--- src/rtl/lsu_pkg.sv ---
// ---------------------------------------------------------------------------
// lsu_pkg
// Shared types and helpers for the load/store unit.
//   lsu_state_e   : FSM state encoding (IDLE, BUSY, DONE)
//   SZ_*          : size codes from the decoder (3 aliases to byte)
//   be_for()      : byte-enable pattern for a size / low address bits
//   is_misaligned(): true when a half/word access is not naturally aligned
// ---------------------------------------------------------------------------
package lsu_pkg;

    typedef enum logic [1:0] {
        IDLE = 2'd0,
        BUSY = 2'd1,
        DONE = 2'd2
    } lsu_state_e;

    localparam logic [1:0] SZ_BYTE = 2'd0;
    localparam logic [1:0] SZ_HALF = 2'd1;
    localparam logic [1:0] SZ_WORD = 2'd2;

    // Size code 3 falls through to the byte pattern.
    function automatic logic [3:0] be_for(input logic [1:0] size, input logic [1:0] lo);
        logic [3:0] be;
        case (size)
            SZ_HALF: be = lo[1] ? 4'b1100 : 4'b0011;
            SZ_WORD: be = 4'b1111;
            default: be = 4'b0001 << lo;
        endcase
        return be;
    endfunction

    function automatic logic is_misaligned(input logic [1:0] size, input logic [1:0] lo);
        logic mis;
        case (size)
            SZ_HALF: mis = lo[0];
            SZ_WORD: mis = (lo != 2'b00);
            default: mis = 1'b0;
        endcase
        return mis;
    endfunction

endpackage

--- src/rtl/load_store_unit_if.sv ---
// ---------------------------------------------------------------------------
// load_store_unit_if
// Data-memory req/ack bus between the load/store unit (master) and memory
// (slave).
//   mem_req   : request, held high until the cycle mem_ack is seen
//   mem_we    : 1 = write
//   mem_addr  : word-aligned byte address
//   mem_be    : byte enables
//   mem_wdata : lane-replicated store data
//   mem_ack   : completion; mem_rdata is valid in the same cycle
//   mem_rdata : raw word read data
// Handshake: a transfer completes in the cycle where mem_req and mem_ack are
// both high; the master keeps every request field stable until then and may
// abandon a request only on reset or timeout.
// ---------------------------------------------------------------------------
interface load_store_unit_if #(
    parameter int ADDR_W = 32
);
    logic              mem_req;
    logic              mem_we;
    logic [ADDR_W-1:0] mem_addr;
    logic [3:0]        mem_be;
    logic [31:0]       mem_wdata;
    logic              mem_ack;
    logic [31:0]       mem_rdata;

    modport master (
        output mem_req, mem_we, mem_addr, mem_be, mem_wdata,
        input  mem_ack, mem_rdata
    );

    modport slave (
        input  mem_req, mem_we, mem_addr, mem_be, mem_wdata,
        output mem_ack, mem_rdata
    );
endinterface

--- src/rtl/lsu_lane_align.sv ---
// ---------------------------------------------------------------------------
// lsu_lane_align
// Combinational byte-lane steering.
//   size_i     : access size code
//   addr_lo_i  : byte address bits [1:0]
//   unsigned_i : zero-extend loads when 1
//   wdata_i    : store data from the register file
//   rdata_i    : raw word from memory
//   wdata_o    : store data replicated across all lanes
//   rdata_o    : selected lane, sign/zero extended to 32 bits
// Half accesses use addr[1] only and word accesses ignore the low bits, so
// misaligned addresses resolve to the containing aligned lane.
// ---------------------------------------------------------------------------
module lsu_lane_align
    import lsu_pkg::*;
(
    input  logic [1:0]  size_i,
    input  logic [1:0]  addr_lo_i,
    input  logic        unsigned_i,
    input  logic [31:0] wdata_i,
    input  logic [31:0] rdata_i,
    output logic [31:0] wdata_o,
    output logic [31:0] rdata_o
);

    logic [7:0]  byte_sel;
    logic [15:0] half_sel;

    always_comb begin
        byte_sel = rdata_i[{addr_lo_i, 3'b000} +: 8];
        half_sel = addr_lo_i[1] ? rdata_i[31:16] : rdata_i[15:0];
        wdata_o  = {4{wdata_i[7:0]}};
        rdata_o  = {{24{~unsigned_i & byte_sel[7]}}, byte_sel};
        case (size_i)
            SZ_HALF: begin
                wdata_o = {2{wdata_i[15:0]}};
                rdata_o = {{16{~unsigned_i & half_sel[15]}}, half_sel};
            end
            SZ_WORD: begin
                wdata_o = wdata_i;
                rdata_o = rdata_i;
            end
            default: ;
        endcase
    end

endmodule

--- src/rtl/load_store_unit.sv ---
// ---------------------------------------------------------------------------
// load_store_unit
// Runs one data-memory transaction per load/store op from the control stage,
// steers byte lanes, extends load data and stalls the pipeline meanwhile.
//
// Optional feature macro: MISALIGN_TRAP_EN
//   defined     : misaligned half/word ops complete immediately with err_o=1,
//                 rdata_o=0 and no bus access
//   not defined : low address bits beyond the access size are ignored
//
// Parameters: ADDR_W (byte address width), TIMEOUT_CYC (BUSY cycles without
// ack before the op is aborted, >= 2).
//
// Ports:
//   clk, rst      : clock, synchronous active-high reset
//   rd_en_i       : load request (level, held while stall_o=1)
//   wr_en_i       : store request (level, held while stall_o=1)
//   size_i        : 0=byte 1=half 2=word 3=byte
//   unsigned_i    : zero-extend loads
//   addr_i        : effective byte address
//   wdata_i       : store data
//   stall_o       : hold the pipeline
//   done_o        : one-cycle pulse when the op finishes
//   err_o         : one-cycle pulse with done_o on error
//   rdata_o       : extended load data, held until the next done_o
//   dbg_state_o   : current FSM state (lsu_state_e encoding)
//   mem           : data-memory bus (master side)
//
// Handshake with control: an op is accepted on the rising edge in IDLE where
// rd_en_i or wr_en_i is high; control keeps it stable while stall_o=1 and
// retires it in the cycle done_o is high (stall_o=0 there).
// ---------------------------------------------------------------------------
module load_store_unit
    import lsu_pkg::*;
#(
    parameter int ADDR_W      = 32,
    parameter int TIMEOUT_CYC = 16
) (
    input  logic              clk,
    input  logic              rst,
    input  logic              rd_en_i,
    input  logic              wr_en_i,
    input  logic [1:0]        size_i,
    input  logic              unsigned_i,
    input  logic [ADDR_W-1:0] addr_i,
    input  logic [31:0]       wdata_i,
    output logic              stall_o,
    output logic              done_o,
    output logic              err_o,
    output logic [31:0]       rdata_o,
    output logic [1:0]        dbg_state_o,
    load_store_unit_if.master mem
);

    localparam int CNT_W = $clog2(TIMEOUT_CYC) + 1;

    lsu_state_e        state_q, state_d;
    logic [ADDR_W-1:0] addr_q, addr_d;
    logic [1:0]        size_q, size_d;
    logic              uns_q, uns_d;
    logic [31:0]       wdata_q, wdata_d;
    logic              we_q, we_d;
    logic              err_q, err_d;
    logic [31:0]       rdata_q, rdata_d;
    logic [CNT_W-1:0]  cnt_q, cnt_d;

    logic [31:0]       lane_wdata;
    logic [31:0]       lane_rdata;
    logic              busy;

    lsu_lane_align u_lane_align (
        .size_i     (size_q),
        .addr_lo_i  (addr_q[1:0]),
        .unsigned_i (uns_q),
        .wdata_i    (wdata_q),
        .rdata_i    (mem.mem_rdata),
        .wdata_o    (lane_wdata),
        .rdata_o    (lane_rdata)
    );

    always_ff @(posedge clk) begin
        if (rst) begin
            state_q <= IDLE;
            addr_q  <= '0;
            size_q  <= '0;
            uns_q   <= 1'b0;
            wdata_q <= '0;
            we_q    <= 1'b0;
            err_q   <= 1'b0;
            rdata_q <= '0;
            cnt_q   <= '0;
        end else begin
            state_q <= state_d;
            addr_q  <= addr_d;
            size_q  <= size_d;
            uns_q   <= uns_d;
            wdata_q <= wdata_d;
            we_q    <= we_d;
            err_q   <= err_d;
            rdata_q <= rdata_d;
            cnt_q   <= cnt_d;
        end
    end

    always_comb begin
        state_d = state_q;
        addr_d  = addr_q;
        size_d  = size_q;
        uns_d   = uns_q;
        wdata_d = wdata_q;
        we_d    = we_q;
        err_d   = err_q;
        rdata_d = rdata_q;
        cnt_d   = '0;
        stall_o = 1'b0;

        case (state_q)
            IDLE: begin
                stall_o = rd_en_i | wr_en_i;
                err_d   = 1'b0;
                if (rd_en_i && wr_en_i) begin
                    // Conflicting request: retire with error, bus untouched.
                    state_d = DONE;
                    err_d   = 1'b1;
                end else if (rd_en_i || wr_en_i) begin
                    addr_d  = addr_i;
                    size_d  = size_i;
                    uns_d   = unsigned_i;
                    wdata_d = wdata_i;
                    we_d    = wr_en_i;
                    state_d = BUSY;
`ifdef MISALIGN_TRAP_EN
                    if (is_misaligned(size_i, addr_i[1:0])) begin
                        state_d = DONE;
                        err_d   = 1'b1;
                        rdata_d = '0;
                    end
`endif
                end
            end
            BUSY: begin
                stall_o = 1'b1;
                cnt_d   = cnt_q + 1'b1;
                if (mem.mem_ack) begin
                    state_d = DONE;
                    if (!we_q) begin
                        rdata_d = lane_rdata;
                    end
                end else if (cnt_q == CNT_W'(TIMEOUT_CYC - 1)) begin
                    state_d = DONE;
                    err_d   = 1'b1;
                    rdata_d = '0;
                end
            end
            DONE: begin
                state_d = IDLE;
            end
            default: begin
                state_d = IDLE;
            end
        endcase
    end

    // Bus fields come straight from latched state, so they stay stable for
    // the whole BUSY period and fall to zero the cycle after BUSY ends.
    assign busy          = (state_q == BUSY);
    assign mem.mem_req   = busy;
    assign mem.mem_we    = busy & we_q;
    assign mem.mem_addr  = busy ? {addr_q[ADDR_W-1:2], 2'b00} : '0;
    assign mem.mem_be    = busy ? be_for(size_q, addr_q[1:0]) : 4'b0000;
    assign mem.mem_wdata = busy ? lane_wdata : 32'h0;

    assign done_o      = (state_q == DONE);
    assign err_o       = (state_q == DONE) & err_q;
    assign rdata_o     = rdata_q;
    assign dbg_state_o = state_q;

endmodule

--- src/flat_wrapper.sv ---
// flat-port wrapper written by rule: the top's interface ports become plain ports
module load_store_unit_flat import lsu_pkg::*;
#(
    parameter int ADDR_W      = 32,
    parameter int TIMEOUT_CYC = 16
)
  (clk, rst, rd_en_i, wr_en_i, size_i, unsigned_i, addr_i, wdata_i, stall_o, done_o, err_o, rdata_o, dbg_state_o, mem_mem_req, mem_mem_we, mem_mem_addr, mem_mem_be, mem_mem_wdata, mem_mem_ack, mem_mem_rdata);
  load_store_unit_if #(.ADDR_W(ADDR_W)) mem_i ();
  input  logic clk;
  input  logic rst;
  input  logic rd_en_i;
  input  logic wr_en_i;
  input  logic [1:0] size_i;
  input  logic unsigned_i;
  input  logic [ADDR_W-1:0] addr_i;
  input  logic [31:0] wdata_i;
  output logic stall_o;
  output logic done_o;
  output logic err_o;
  output logic [31:0] rdata_o;
  output logic [1:0] dbg_state_o;
  output wire logic [$bits(mem_i.mem_req)-1:0] mem_mem_req;
  output wire logic [$bits(mem_i.mem_we)-1:0] mem_mem_we;
  output wire logic [$bits(mem_i.mem_addr)-1:0] mem_mem_addr;
  output wire logic [$bits(mem_i.mem_be)-1:0] mem_mem_be;
  output wire logic [$bits(mem_i.mem_wdata)-1:0] mem_mem_wdata;
  input wire logic [$bits(mem_i.mem_ack)-1:0] mem_mem_ack;
  input wire logic [$bits(mem_i.mem_rdata)-1:0] mem_mem_rdata;
  assign mem_mem_req = mem_i.mem_req;
  assign mem_mem_we = mem_i.mem_we;
  assign mem_mem_addr = mem_i.mem_addr;
  assign mem_mem_be = mem_i.mem_be;
  assign mem_mem_wdata = mem_i.mem_wdata;
  assign mem_i.mem_ack = mem_mem_ack;
  assign mem_i.mem_rdata = mem_mem_rdata;
  load_store_unit #(.ADDR_W(ADDR_W), .TIMEOUT_CYC(TIMEOUT_CYC)) u_core (.clk(clk), .rst(rst), .rd_en_i(rd_en_i), .wr_en_i(wr_en_i), .size_i(size_i), .unsigned_i(unsigned_i), .addr_i(addr_i), .wdata_i(wdata_i), .stall_o(stall_o), .done_o(done_o), .err_o(err_o), .rdata_o(rdata_o), .dbg_state_o(dbg_state_o), .mem(mem_i));
endmodule
--- config.mk ---
export PLATFORM = sky130hd
export DESIGN_NAME = load_store_unit_flat
export DESIGN_NICKNAME = d
export VERILOG_FILES = /design/src/rtl/lsu_pkg.sv /design/src/rtl/load_store_unit_if.sv /design/src/rtl/lsu_lane_align.sv /design/src/rtl/load_store_unit.sv /design/src/flat_wrapper.sv
export SDC_FILE = /design/constraint.sdc
export NUM_CORES = 1
export LEC_CHECK = 0
export CAP_MARGIN = 5
export CORE_MARGIN = 4
export CORE_UTILIZATION = 44
export DETAILED_ROUTE_END_ITERATION = 10
export HOLD_SLACK_MARGIN = 0.02
export PLACE_DENSITY = 0.88
export SYNTH_ARGS = -nofsm -noshare
export SYNTH_HDL_FRONTEND = slang
export SYNTH_HIERARCHICAL = 1
export SYNTH_SLANG_ARGS = --single-unit
--- constraint.sdc ---
create_clock -name clk -period 2.88 [get_ports clk]
set_input_delay 0.576 -clock clk [delete_from_list [all_inputs] [get_ports clk]]
set_output_delay 0.576 -clock clk [all_outputs]
set_load 0.05 [all_outputs]
# Word-level counts from Yosys, hierarchy flattened
# Index checks and enable logic that the tools add are counted.
# W data, S select, Z words.
[totals]
ff_bits = 108
input_bits = 104
output_inout_bits = 107
word_cells = 61
[classes]
add_sub_neg = 1
eq_ne = 10
shifts = 2
mux = 21
n_bitwise = 8
reduce_logical = 10
[ops]
columns = ["op", "n"]
rows = [
  ["$mux W32", 5],
  ["$pmux W32 S2", 2],
  ["$shiftx A32 B6 Y8", 1],
  ["$mux W16", 1],
  ["$reduce_and A3 Y1", 3],
  ["$mux W2", 4],
  ["$mux W4", 2],
  ["$pmux W4 S2", 1],
  ["$ne A2 B2 Y1 const B", 3],
  ["$add A5 B1 Y5 const B", 1],
  ["$eq A5 B4 Y1 const B", 1],
  ["$and A1 B1 Y1", 4],
  ["$eq A2 B1 Y1 const B", 2],
  ["$eq A2 B2 Y1 const B", 2],
  ["$pmux W1 S2", 2],
  ["$pmux W2 S2", 1],
  ["$reduce_bool A2 Y1", 2],
  ["$shl A1 B2 Y4 const A", 1],
  ["$mux W1", 3],
  ["$ne A3 B1 Y1 const B", 1],
  ["$ne A3 B3 Y1 const B", 1],
  ["$not A1 Y1", 3],
  ["$logic_not A2 Y1", 1],
  ["$reduce_and A2 Y1", 1],
  ["other kinds (4)", 4],
]

# Longest topological paths before layout
# Gate-level depths: netlist of run 1.
[depth]
depth_word = 5
depth_mapped = 10
depth_no_buf = 7

# By module
# The synthesis of run 1 kept the hierarchy.
[modules_own_cells]
columns = ["module", "n_inst", "cells_per_inst", "area_per_inst_um2", "seq_area_each_um2"]
rows = [
  ["load_store_unit", 1, 509, 4371.7, 2162.1],
  ["lsu_lane_align", 1, 164, 954.7, 0.0],
]

# Worst setup path before layout of run 1
# Ideal clock, no wire load.
[synth_path]
path_type = "flip-flop to output port"
from = "register u_core.state_q[0], in the netlist u_core/dbg_state_o[0]"
to = "output mem_mem_be[3]"
t_arrival_ns = 2.191
required_time_ns = 2.304
path_slack_ns = 0.113
stages_incl_launch_ff = 7
path_buffers = 3
cell_sequence = "dfxtp_1 -> buf_6 -> nand2b_1 -> buf_2 -> inv_2 -> clkbuf_1 -> and2_1"
[synth_via]
elab_chain_len = 2
[synth_rtl]
columns = ["item", "line_no", "source"]
rows = [
  ["from (decl)", "load_store_unit.sv:57", "lsu_state_e state_q, state_d;"],
  ["from (signal assigned)", "load_store_unit.sv:93", "state_q <= state_d;"],
  ["$eq A2 B1 Y1", "load_store_unit.sv:166", "assign busy = (state_q == BUSY);"],
  ["net mem_mem_req", "flat_wrapper.sv:22", "output wire logic [$bits(mem_i.mem_req)-1:0] mem_mem_req;"],
  ["$mux W4", "load_store_unit.sv:170", "assign mem.mem_be = busy ? be_for(size_q, addr_q[1:0]) : 4'b0000;"],
  ["to (decl)", "flat_wrapper.sv:25", "output wire logic [$bits(mem_i.mem_be)-1:0] mem_mem_be;"],
]
# The timed path passes the listed nets, and every way through them passes these cells.

# Worst setup path after layout of run 1
[layout_path]
from = "register u_core.state_q[1], in the netlist u_core/dbg_state_o[1]"
to = "output mem_mem_wdata[24]"
[layout_via]
elab_chain_len = 2
[layout_rtl]
columns = ["item", "line_no", "source"]
rows = [
  ["$eq A2 B1 Y1", "load_store_unit.sv:166", ""],
  ["$mux W32", "load_store_unit.sv:171", "assign mem.mem_wdata = busy ? lane_wdata : 32'h0;"],
  ["to (decl)", "flat_wrapper.sv:26", "output wire logic [$bits(mem_i.mem_wdata)-1:0] mem_mem_wdata;"],
]
# No other way between the ends.

==> impl_results.md, run 1 <==
- Die height: about 120 um
- Tmin final: between 2000 and 3000 ps
- CP required: 2300 ps
- Ys Warns: 6
- WL final: about 17,000 um
- EDFF count, synth: 0
- Top cell type by total area after synthesis: dfxtp_1
- Port bufs: roughly 210
- GPL Wtd Cong: a little under 0.9
- CP dominant cell by count: buf_12
- CTS Hold Bufs: 0
- Drt first-iter violations: slightly above 500
- MaxCap Viol Count: 0
- #FFs+latches synth: approximately 110
- Normalized max-slew margin: a little under three fifths
- Filler Cells Inserted: between 800 and 900
- Cell count after synthesis: 673
- Core footprint: 11,600 um^2
- Pwr dens: around 480 nW/um^2
- Multi-input gate area: 2770 um^2
- Initial core utilization: between 40% and 50%
- Max rail drop VDD: about 0.28 mV
- Slowest cell on the critical path: dfxtp_1
- Htree depth: 3
- Clk_skew: between 5 and 6 ps
- Vias: 5,445
- Top FF cell, synth: dfxtp_1
- Largest stage delay, worst path: 610 ps
- First-pass GRT wire length: around 27,000 um
- Setup Fix Bufs, Post-CTS: 0
- CP Buf/Inv Count: 3
- CP delay by family, top: simple AND/OR/NAND/NOR gates
- Max FO, Critical Path: between 50 and 60
- Overall power: 4.01 mW
- Met1 Resource Use GR: 26.8%
- Leak: 3.25 nW
- CTS root buf: clkbuf_16
- Hpwl dp: between 10,000 and 15,000 um
- Syn-to-layout area delta: 56.0%
- Row Count: 39
- DRT Pass-1 Iters: 5
- Nets: between 900 and 1,000
- Fmax: roughly 360 MHz
- FFs w/ async S/R, synth: 0%
- Final ANT Viol Nets: 0
- Number of distinct library cells after synthesis: 41
- Max Slew Vio Count: 0
- Top cell type's share of synthesized area: 40.6%
- Routed WL per cell: ~17 um
- Reg area: between 2000 and 2500 um^2
- Later-pin clock latency in the skew report: ~340 ps
- Worst Tran Pin Value: 664 ps
- Area contributors post-synth: dfxtp_1, nand2_1, and2_1
- CTS Buf Count: 9
- Share of cells above drive strength 1: around 13%
- Vias in the first global route: between 5,000 and 6,000
- CP arrival: approximately 2200 ps
- Largest net degree at the start of global routing: 62
- Die area: 13,900 um^2
- All-Layer GR Usage: 23.7%
- Antenna violations before repair: 2
- RSZ-0062 raised after global routing: no
- Via-per-instance ratio: roughly 5.5
- CTS Buffer Depth: 2
- Most common cell in the netlist: nand2_1
- Final period utilization: 95.4%
- CP Launch Type: register
- Hold Crit Class: reg -> reg
- Crit Path Category: reg -> out
- Critical Path End Type: primary output
- Most Crowded Layer GR: met2
- Status: finished, final reports clean
- Grt met2 use: between 40% and 50%
- Global route overflow: 0
- TritonCTS clock tree: yes
- Clock transition time at the flip-flop clock pins of the worst setup and hold paths: about 70 ps
- Seq/Total Area, Yosys: 40.6%
- # DRC: 0
- Routing usage on met3: between 8 and 9%
- Setup tns final: 0 ps
- Clk sinks: 108
- Synthesized cell area: ~5300 um^2
- CP cell instances: nand2b_1, inv_2, buf_12, and2_1, buf_12
- Syn Area/Cell: 7.91 um^2
- Chip width: roughly 120 um
- Synth top cells by count: nand2_1, dfxtp_1, a21oi_1
- Final hold violations: 0
- I/O pin count: about 210
- Final setup viols: 0
==> per-layer routing <==
layer  part of all wire, %  routed length [um]
met1                    39                6630
met2                    50                8450
met3                   9.1                1540
met4                   1.9                 320
met5                     0                   0
==> worst min-delay path, stage by stage, from the launching register on <==
cell and delay, ps:
dfxtp_1 310, nand2_1 50, a21oi_1 50
==> where the power goes <==
| part | leakage [nW] | total [mW] | switching (mW) | internal [mW] |
|---|---|---|---|---|
| Combinational | 2.25 | 1.22 | 0.695 | 0.524 |
| Clock | 0.120 | 1.11 | 0.523 | 0.583 |
| Sequential | 0.882 | 1.69 | 0.0803 | 1.60 |
| Total | 3.25 | 4.01 | 1.30 | 2.71 |
==> cell families after synthesis <==
| group | after synthesis | synth area share (%) |
|---|---|---|
| AOI/OAI and AO/OA | 159 | 20.8 |
| xor gates and xnor gates | 2 | 0.329 |
| adders and majority gates | 9 | 2.11 |
| buffers and inverters | 78 | 7.99 |
| DFF | 108 | 40.6 |
| muxes | 10 | 1.93 |
| other | 1 | 0.0704 |
| and+or+nand+nor | 306 | 26.1 |
==> stage by stage <==
stage / worst slack [ps] / utilization (%) / instance area [um^2] / hold WS, ps / std cells
final: 134 / 71.5 / 8310 / 450 / 994
after global placement: 343 / 69.2 / 8040 / 437 / 977
after global routing: 4.44 / 71.5 / 8310 / 475 / 994
after detailed placement: 289 / 69.2 / 8040 / 442 / 977
after floorplan: 113 / - / 5330 / 429 / 674
after CTS: 8.47 / 71.5 / 8300 / 452 / 992
==> registers in the layout, summed over array words and instances (netlist names) <==
signal	count
u_core/addr_q	32
u_core/rdata_o	32
u_core/wdata_q	32
u_core/cnt_q	5
u_core/dbg_state_o	2
u_core/size_q	2
u_core/err_q	1
u_core/uns_q	1
u_core/we_q	1
==> final timing paths <==
kind,start,slack [ps],end,cells after the start
worst max-delay path,u_core/dbg_state_o[1]$_SDFFE_PP0P_,130,mem_mem_wdata[24],5
worst min-delay path,u_core/addr_q[29]$_SDFFE_PP0P_,450,u_core/addr_q[29]$_SDFFE_PP0P_,2
worst max register to register,u_core/size_q[0]$_SDFFE_PP0P_,470,u_core/rdata_o[0]$_SDFFE_PP0P_,7
worst min register to register,u_core/addr_q[29]$_SDFFE_PP0P_,450,u_core/addr_q[29]$_SDFFE_PP0P_,2
==> cells in the final DEF (no fill, tap or decap), types with 10 or more instances in the layout <==
cell type        instances
and2_1                  65
clkdlybuf4s50_1        138
a32o_1                  32
nor2_1                  16
buf_4                   16
inv_1                   12
o21ai_0                 12
a21oi_1                 73
dfxtp_1                108
nor2b_1                 10
buf_12                  69
nand2_1                195
==> area by class of cell <==
type / count / area share [%]
antenna: 2 / 0.0602
sequential: 108 / 26.0
clock inverter: 2 / 0.151
tap: 143 / 2.15
inverter: 14 / 0.632
multi-input combinational: 488 / 33.3
clock buffer: 13 / 2.89
timing repair buffer: 224 / 34.8
==> repair_timing <==
item | 4_1_cts | 5_1_grt
pin swaps | 0 | 0
gates resized for setup | 1 | 2
setup endpoints to repair | 1 | 23
Power figures use the tool's default switching activity.
==> run 2: changes to the inputs <==
--- a/config.mk
+++ b/config.mk
@@ -7,10 +7,11 @@
 export LEC_CHECK = 0
 export CAP_MARGIN = 5
 export CORE_MARGIN = 4
-export CORE_UTILIZATION = 44
+export CORE_UTILIZATION = 40
 export DETAILED_ROUTE_END_ITERATION = 10
 export HOLD_SLACK_MARGIN = 0.02
-export PLACE_DENSITY = 0.88
+export PLACE_DENSITY = 0.85
+export SLEW_MARGIN = 5
 export SYNTH_ARGS = -nofsm -noshare
 export SYNTH_HDL_FRONTEND = slang
 export SYNTH_HIERARCHICAL = 1
==> constraint.sdc (replaced) <==
create_clock -name clk -period 2.45 [get_ports clk]
set_input_delay 0.49 -clock clk [delete_from_list [all_inputs] [get_ports clk]]
set_output_delay 0.49 -clock clk [all_outputs]
set_load 0.05 [all_outputs]
==> run 2 against run 1 <==
Core utilization decreased by 4.2 points. Clock skew about the same. Clock-buffer cell count decreased by 2. Non-clock buffer count increased by 11. Combinational power increased by 23%. Power increased by 27%. Flip-flop and latch count unchanged. Sequential share of layout area decreased by 0.90 points. First-iteration DRC count decreased by 12%. Critical path depth increased by 2. Critical path type unchanged.
==> impl_results.md, run 2 (synthesis gave the netlist of run 1 again) <==
- CP cell instances: buf_4, inv_2, ha_4, or2_4, a22o_1, and2_1, buf_12
- Slowest cell on the critical path: dfxtp_4
- Finished Layout Cells: slightly above 1,000
- Status: finished, final reports clean
- Final setup viols: 0
- Antenna Diode Count: 0
- Clock transition time at the flip-flop clock pins of the worst setup and hold paths: roughly 70 ps
- DRT Pass-1 Iters: 6
- Largest stage delay, worst path: 370 ps
- Final hold violations: 0
- Nets: between 900 and 1,000
- Max rail drop VDD: around 0.33 mV
- CTS root buf: clkbuf_16
- Routed WL per cell: around 16 um
- Pwr dens: roughly 600 nW/um^2
- Die area: between 15,000 and 20,000 um^2
- Filler Cells Inserted: slightly above 1,000
- Drt first-iter violations: around 450
- Clk sinks: roughly 110
- Port bufs: about 210
- Clk_skew: 5.55 ps
- Fmax: 422 MHz
- Row Count: 41
- GPL Wtd Cong: between 0.8 and 0.9
- CP Launch Type: register
- Hpwl dp: around 12,000 um
- Vias: between 5,000 and 6,000
- Overall power: between 5 and 6 mW
- Vias in the first global route: about 5,200
- Cell area after layout: approximately 8600 um^2
- # DRC: 0
- RSZ-0062 raised after global routing: no
- CTS Buffer Depth: 2
- CTS Buf Count: 9
- Commonest non-fill, non-tap cell in the layout: nand2_1
- CP Buf/Inv Count: 3
- Leak: about 3.4 nW
- Crit Path Category: reg -> out
- Worst hold start: u_core/addr_q[7]$_SDFFE_PP0P_
- Hold Crit Class: reg -> reg
- MaxCap Viol Count: 0
- Chip width: 123 um
- Largest net degree at the start of global routing: between 50 and 60
- TritonCTS clock tree: yes
- First-pass GRT wire length: around 26,000 um
- Critical Path End Type: primary output
- CP delay by family, top: simple AND/OR/NAND/NOR gates
- Share of cells above drive strength 1: 17.2%
- Normalized max-slew margin: 28.5%
- Placed cell count: just over 1,000
- CP required: a little under 2000 ps
- Antenna violations before repair: 0
- R2r startpoint: u_core/size_q[1]$_SDFFE_PP0P_
- All-Layer GR Usage: a little over a fifth
- Final period utilization: between 90% and 100%
- Htree depth: 3
- Syn-to-layout area delta: 62.1%
- Final hold slack: roughly 450 ps
- Via-per-instance ratio: 5.25
- Tmin final: between 2000 and 2500 ps
- Worst Tran Pin Value: ~1100 ps
- CTS Hold Bufs: 0
- WL final: roughly 17,000 um
- Core footprint: about 13,000 um^2
- Later-pin clock latency in the skew report: ~350 ps
- Max Slew Vio Count: 0
- Cell Area, Placed: between 8000 and 9000 um^2
- Crit. Startpoint: u_core/size_q[1]$_SDFFE_PP0P_
- Die height: about 120 um
- CP arrival: roughly 1900 ps
- I/O pin count: 211
- Initial core utilization: around 42%
- Leading cell types in the layout, fill and taps excluded: nand2_1, clkdlybuf4s50_1, dfxtp_1
- Global route overflow: 0
- Final ANT Viol Nets: 0
- Max FO, Critical Path: 8
run 2: stage by stage:
stage / util [%] / setup slack [ps] / setup TNS (ps)
CTS: 66.8 / 3.61 / 0
floorplan: - / 21.3 / 0
global route: 67.3 / 8.12 / 0
detailed placement: 63.8 / -274 / -3810
global placement: 63.8 / -220 / -3400
finish: 67.3 / 79.7 / 0
run 2: cell type report:
type / count / area [um^2] / area share, %
repair buffers: 235 / 3020 / 35.0
multi-input cells: 488 / 2840 / 32.9
flip-flops and latches: 108 / 2170 / 25.1
clock buffers: 11 / 253 / 2.93
well taps: 172 / 215 / 2.49
clock inverters: 5 / 82.6 / 0.956
inverters: 14 / 55.1 / 0.637
run 2: worst paths after layout:
check / end / slack (ps) / cells past startpoint
worst min register to register: u_core/addr_q[7]$_SDFFE_PP0P_ / 450 / 2
worst max-delay path: mem_mem_wdata[23] / 80 / 7
worst max register to register: u_core/rdata_o[4]$_SDFFE_PP0P_ / 240 / 9
worst min-delay path: u_core/addr_q[7]$_SDFFE_PP0P_ / 450 / 2
run 2: power by group:
part           switching [mW]  internal (mW)
sequential             0.0908           1.89
combinational           0.836          0.664
clock                   0.660          0.956
total                    1.59           3.51
run 2: repair_timing:
| action | in CTS | in global routing |
|---|---|---|
| buffers inserted | 0 | 3 |
| gates resized for setup | 10 | 25 |
| pin swaps | 1 | 2 |
| setup endpoints to repair | 56 | 71 |
run 2: worst register-to-register path: stages, from the launching register on:
cell and delay [ps]:
dfxtp_4 370, buf_4 140, inv_2 50, ha_4 180
buf_4 140, nor2b_1 160, a21oi_1 200, o21bai_1 230
a221o_1 430, a32o_1 210
run 2: per-layer routing:
layer / global-route usage, % / part of all wire [%]
met1: 26.0 / 39
met4: 7.96 / 1.9
met5: 0 / 0
met2: 37.9 / 50
met3: 5.99 / 9.0
==> variant (flow settings as in run 2) <==
`TIMEOUT_CYC` is set to 16 in 2 places; all go to 32.
--- a/src/rtl/load_store_unit.sv
+++ b/src/rtl/load_store_unit.sv
@@ -36,3 +36,3 @@
     parameter int ADDR_W      = 32,
-    parameter int TIMEOUT_CYC = 16
+    parameter int TIMEOUT_CYC = 32
 ) (
--- a/src/flat_wrapper.sv
+++ b/src/flat_wrapper.sv
@@ -4,3 +4,3 @@
     parameter int ADDR_W      = 32,
-    parameter int TIMEOUT_CYC = 16
+    parameter int TIMEOUT_CYC = 32
 )
Behaviour: no difference found for any inputs over 4 cycles, from zero or initial values and one cycle with rst high; that may be too few to reach the edited logic, so the function may still have changed.
==> variant against run 2 <==
Die area up 6.4%; total power up 2.3%; synthesized area up 6.8%; sequential cell count up 1; worst hold slack about the same; first-iteration DRC count down 27%; setup slack worse by 0.0056 ns; cell area up 4.0%; wire length up 6.6%; critical path type unchanged; highest routed layer unchanged.
==> variant: results (changes against run 2) <==
- Status: complete, no violations
- Synth cell count leaders: nand2_1, dfxtp_1, a21oi_1
- Routed WL: 18,100 um (+6.6%)
- Sequential cell area fraction in the yosys report: 38.3% (-2.2 points)
- Average wire per standard cell: 16.2 um (-1.1%)
- IR drop worst, VDD: 0.000414 V (+26%)
- Synth top area cells: dfxtp_1, nand2_1, and2_1, mux2i_1, a21oi_1
- CP delay by family, top: buffers and inverters
- Leak: 3.66 nW (+7.9%)
- Clk_skew: 0.0103 ns (+0.00479 ns)
- Vias in the first global route: 5,577 (+7.9%)
- Max Fclk: 0.421 GHz (-0.24%)
- Slowest cell on the critical path: dfxtp_1
- Relative slew slack: 58.1% (+30 points)
- Ys Warns: 6 (unchanged)
- Layout cell share with drive strength beyond 1: 14.9% (-2.3 points)
- Final hold slack: 0.450 ns (+0.000477 ns)
- Initial antenna violation count: 2 (+2)
- Slowest stage delay, CP: 0.33 ns (-0.04 ns)
- Placed instance area: 8560 um^2 (+4.6%)
- Fillcell total: 1,143 (+12%)
- Routability Congestion: 0.849 (-3.0%)
- Clock group: 0.00157 W (-3%)
- Sw frac: 32.4% (+1.2 points)
- Worst r2r src: u_core/size_q[0]
- Initial DRC count: 331 (-27%)
- First-pass iteration count of the detailed router: 5 (-1)
- Placed wire-length estimate: 13,000 um (+5.9%)
- Total placed cells including tap cells: 1,092 (+7.7%)
- Pin count of the biggest net entering global routing: 66 (+22%)
- Pre-CTS setup slack: -0.153 ns (+0.121 ns)
- Distinct cells, synth: 44 (+7.3%)
- Worst-path fanout max: 7 (-1)
- Comb. pwr: 0.00164 W (+9%)
- First-pass GRT wire length: 28,200 um (+7.8%)
- Gr usage total: 21.6% (-0.32 points)
- Syn_area_per_cell: 7.65 um^2 (-3.4%)
- Via-to-Cell Ratio: 5.04 (-4.0%)
- Final layout net count: 1,037 (+7.0%)
- Critical hold path startpoint: u_core/addr_q[19]
- FFs w/ async S/R, synth: 0% (unchanged)
==> variant: metal layers <==
| metal | track usage [%] | part of all wire, % | up-vias |
|---|---|---|---|
| li1 | - | - | 2785 |
| met1 | 24.9 | 39 | 2597 |
| met2 | 37.5 | 51 | 188 |
| met3 | 5.73 | 7.1 | 38 |
| met4 | 9.59 | 3.2 | 0 |
| met5 | 0 | 0 | - |
==> variant: kinds of logic after synthesis <==
| logic type | after synthesis | share of synthesized area, % |
|---|---|---|
| and+or+nand+nor | 373 | 30.5 |
| AOI/OAI and AO/OA | 129 | 14.2 |
| DFF | 109 | 38.3 |
| buffers and inverters | 80 | 7.43 |
| muxes | 42 | 7.43 |
| adders and majority gates | 7 | 1.54 |
| xor gates and xnor gates | 3 | 0.462 |
| other | 1 | 0.0659 |
==> variant: area by class of cell <==
class                           instances  area, um^2  share of cell area, %
Clock inverter                          4        52.6                  0.585
Tap cell                              180         225                   2.51
Clock buffer                           12         267                   2.97
Sequential cell                       109        2190                   24.4
Inverter                               13        48.8                  0.543
Multi-Input combinational cell        556        3150                   35.1
Antenna cell                            2        5.00                 0.0557
Timing Repair Buffer                  237        3040                   33.8
==> variant: worst paths after layout <==
kind,cells past startpoint,end
hold reg to reg,2,u_core/addr_q[19]
setup / recovery,10,mem_mem_wdata[11]
hold / removal,2,u_core/addr_q[19]
setup reg to reg,9,u_core/rdata_o[6]
==> variant: repair_timing <==
item / 4_1_cts / 5_1_grt
hold buffers: 0 / 0
pin swaps: 0 / 3
resized for setup: 9 / 11
setup endpoints to repair: 58 / 19
buffers inserted: 0 / 3
==> variant: tightest hold or removal path, stage by stage (launching register included) <==
cell and delay, ns:
dfxtp_1 0.31, nand2_1 0.05, a21oi_1 0.05
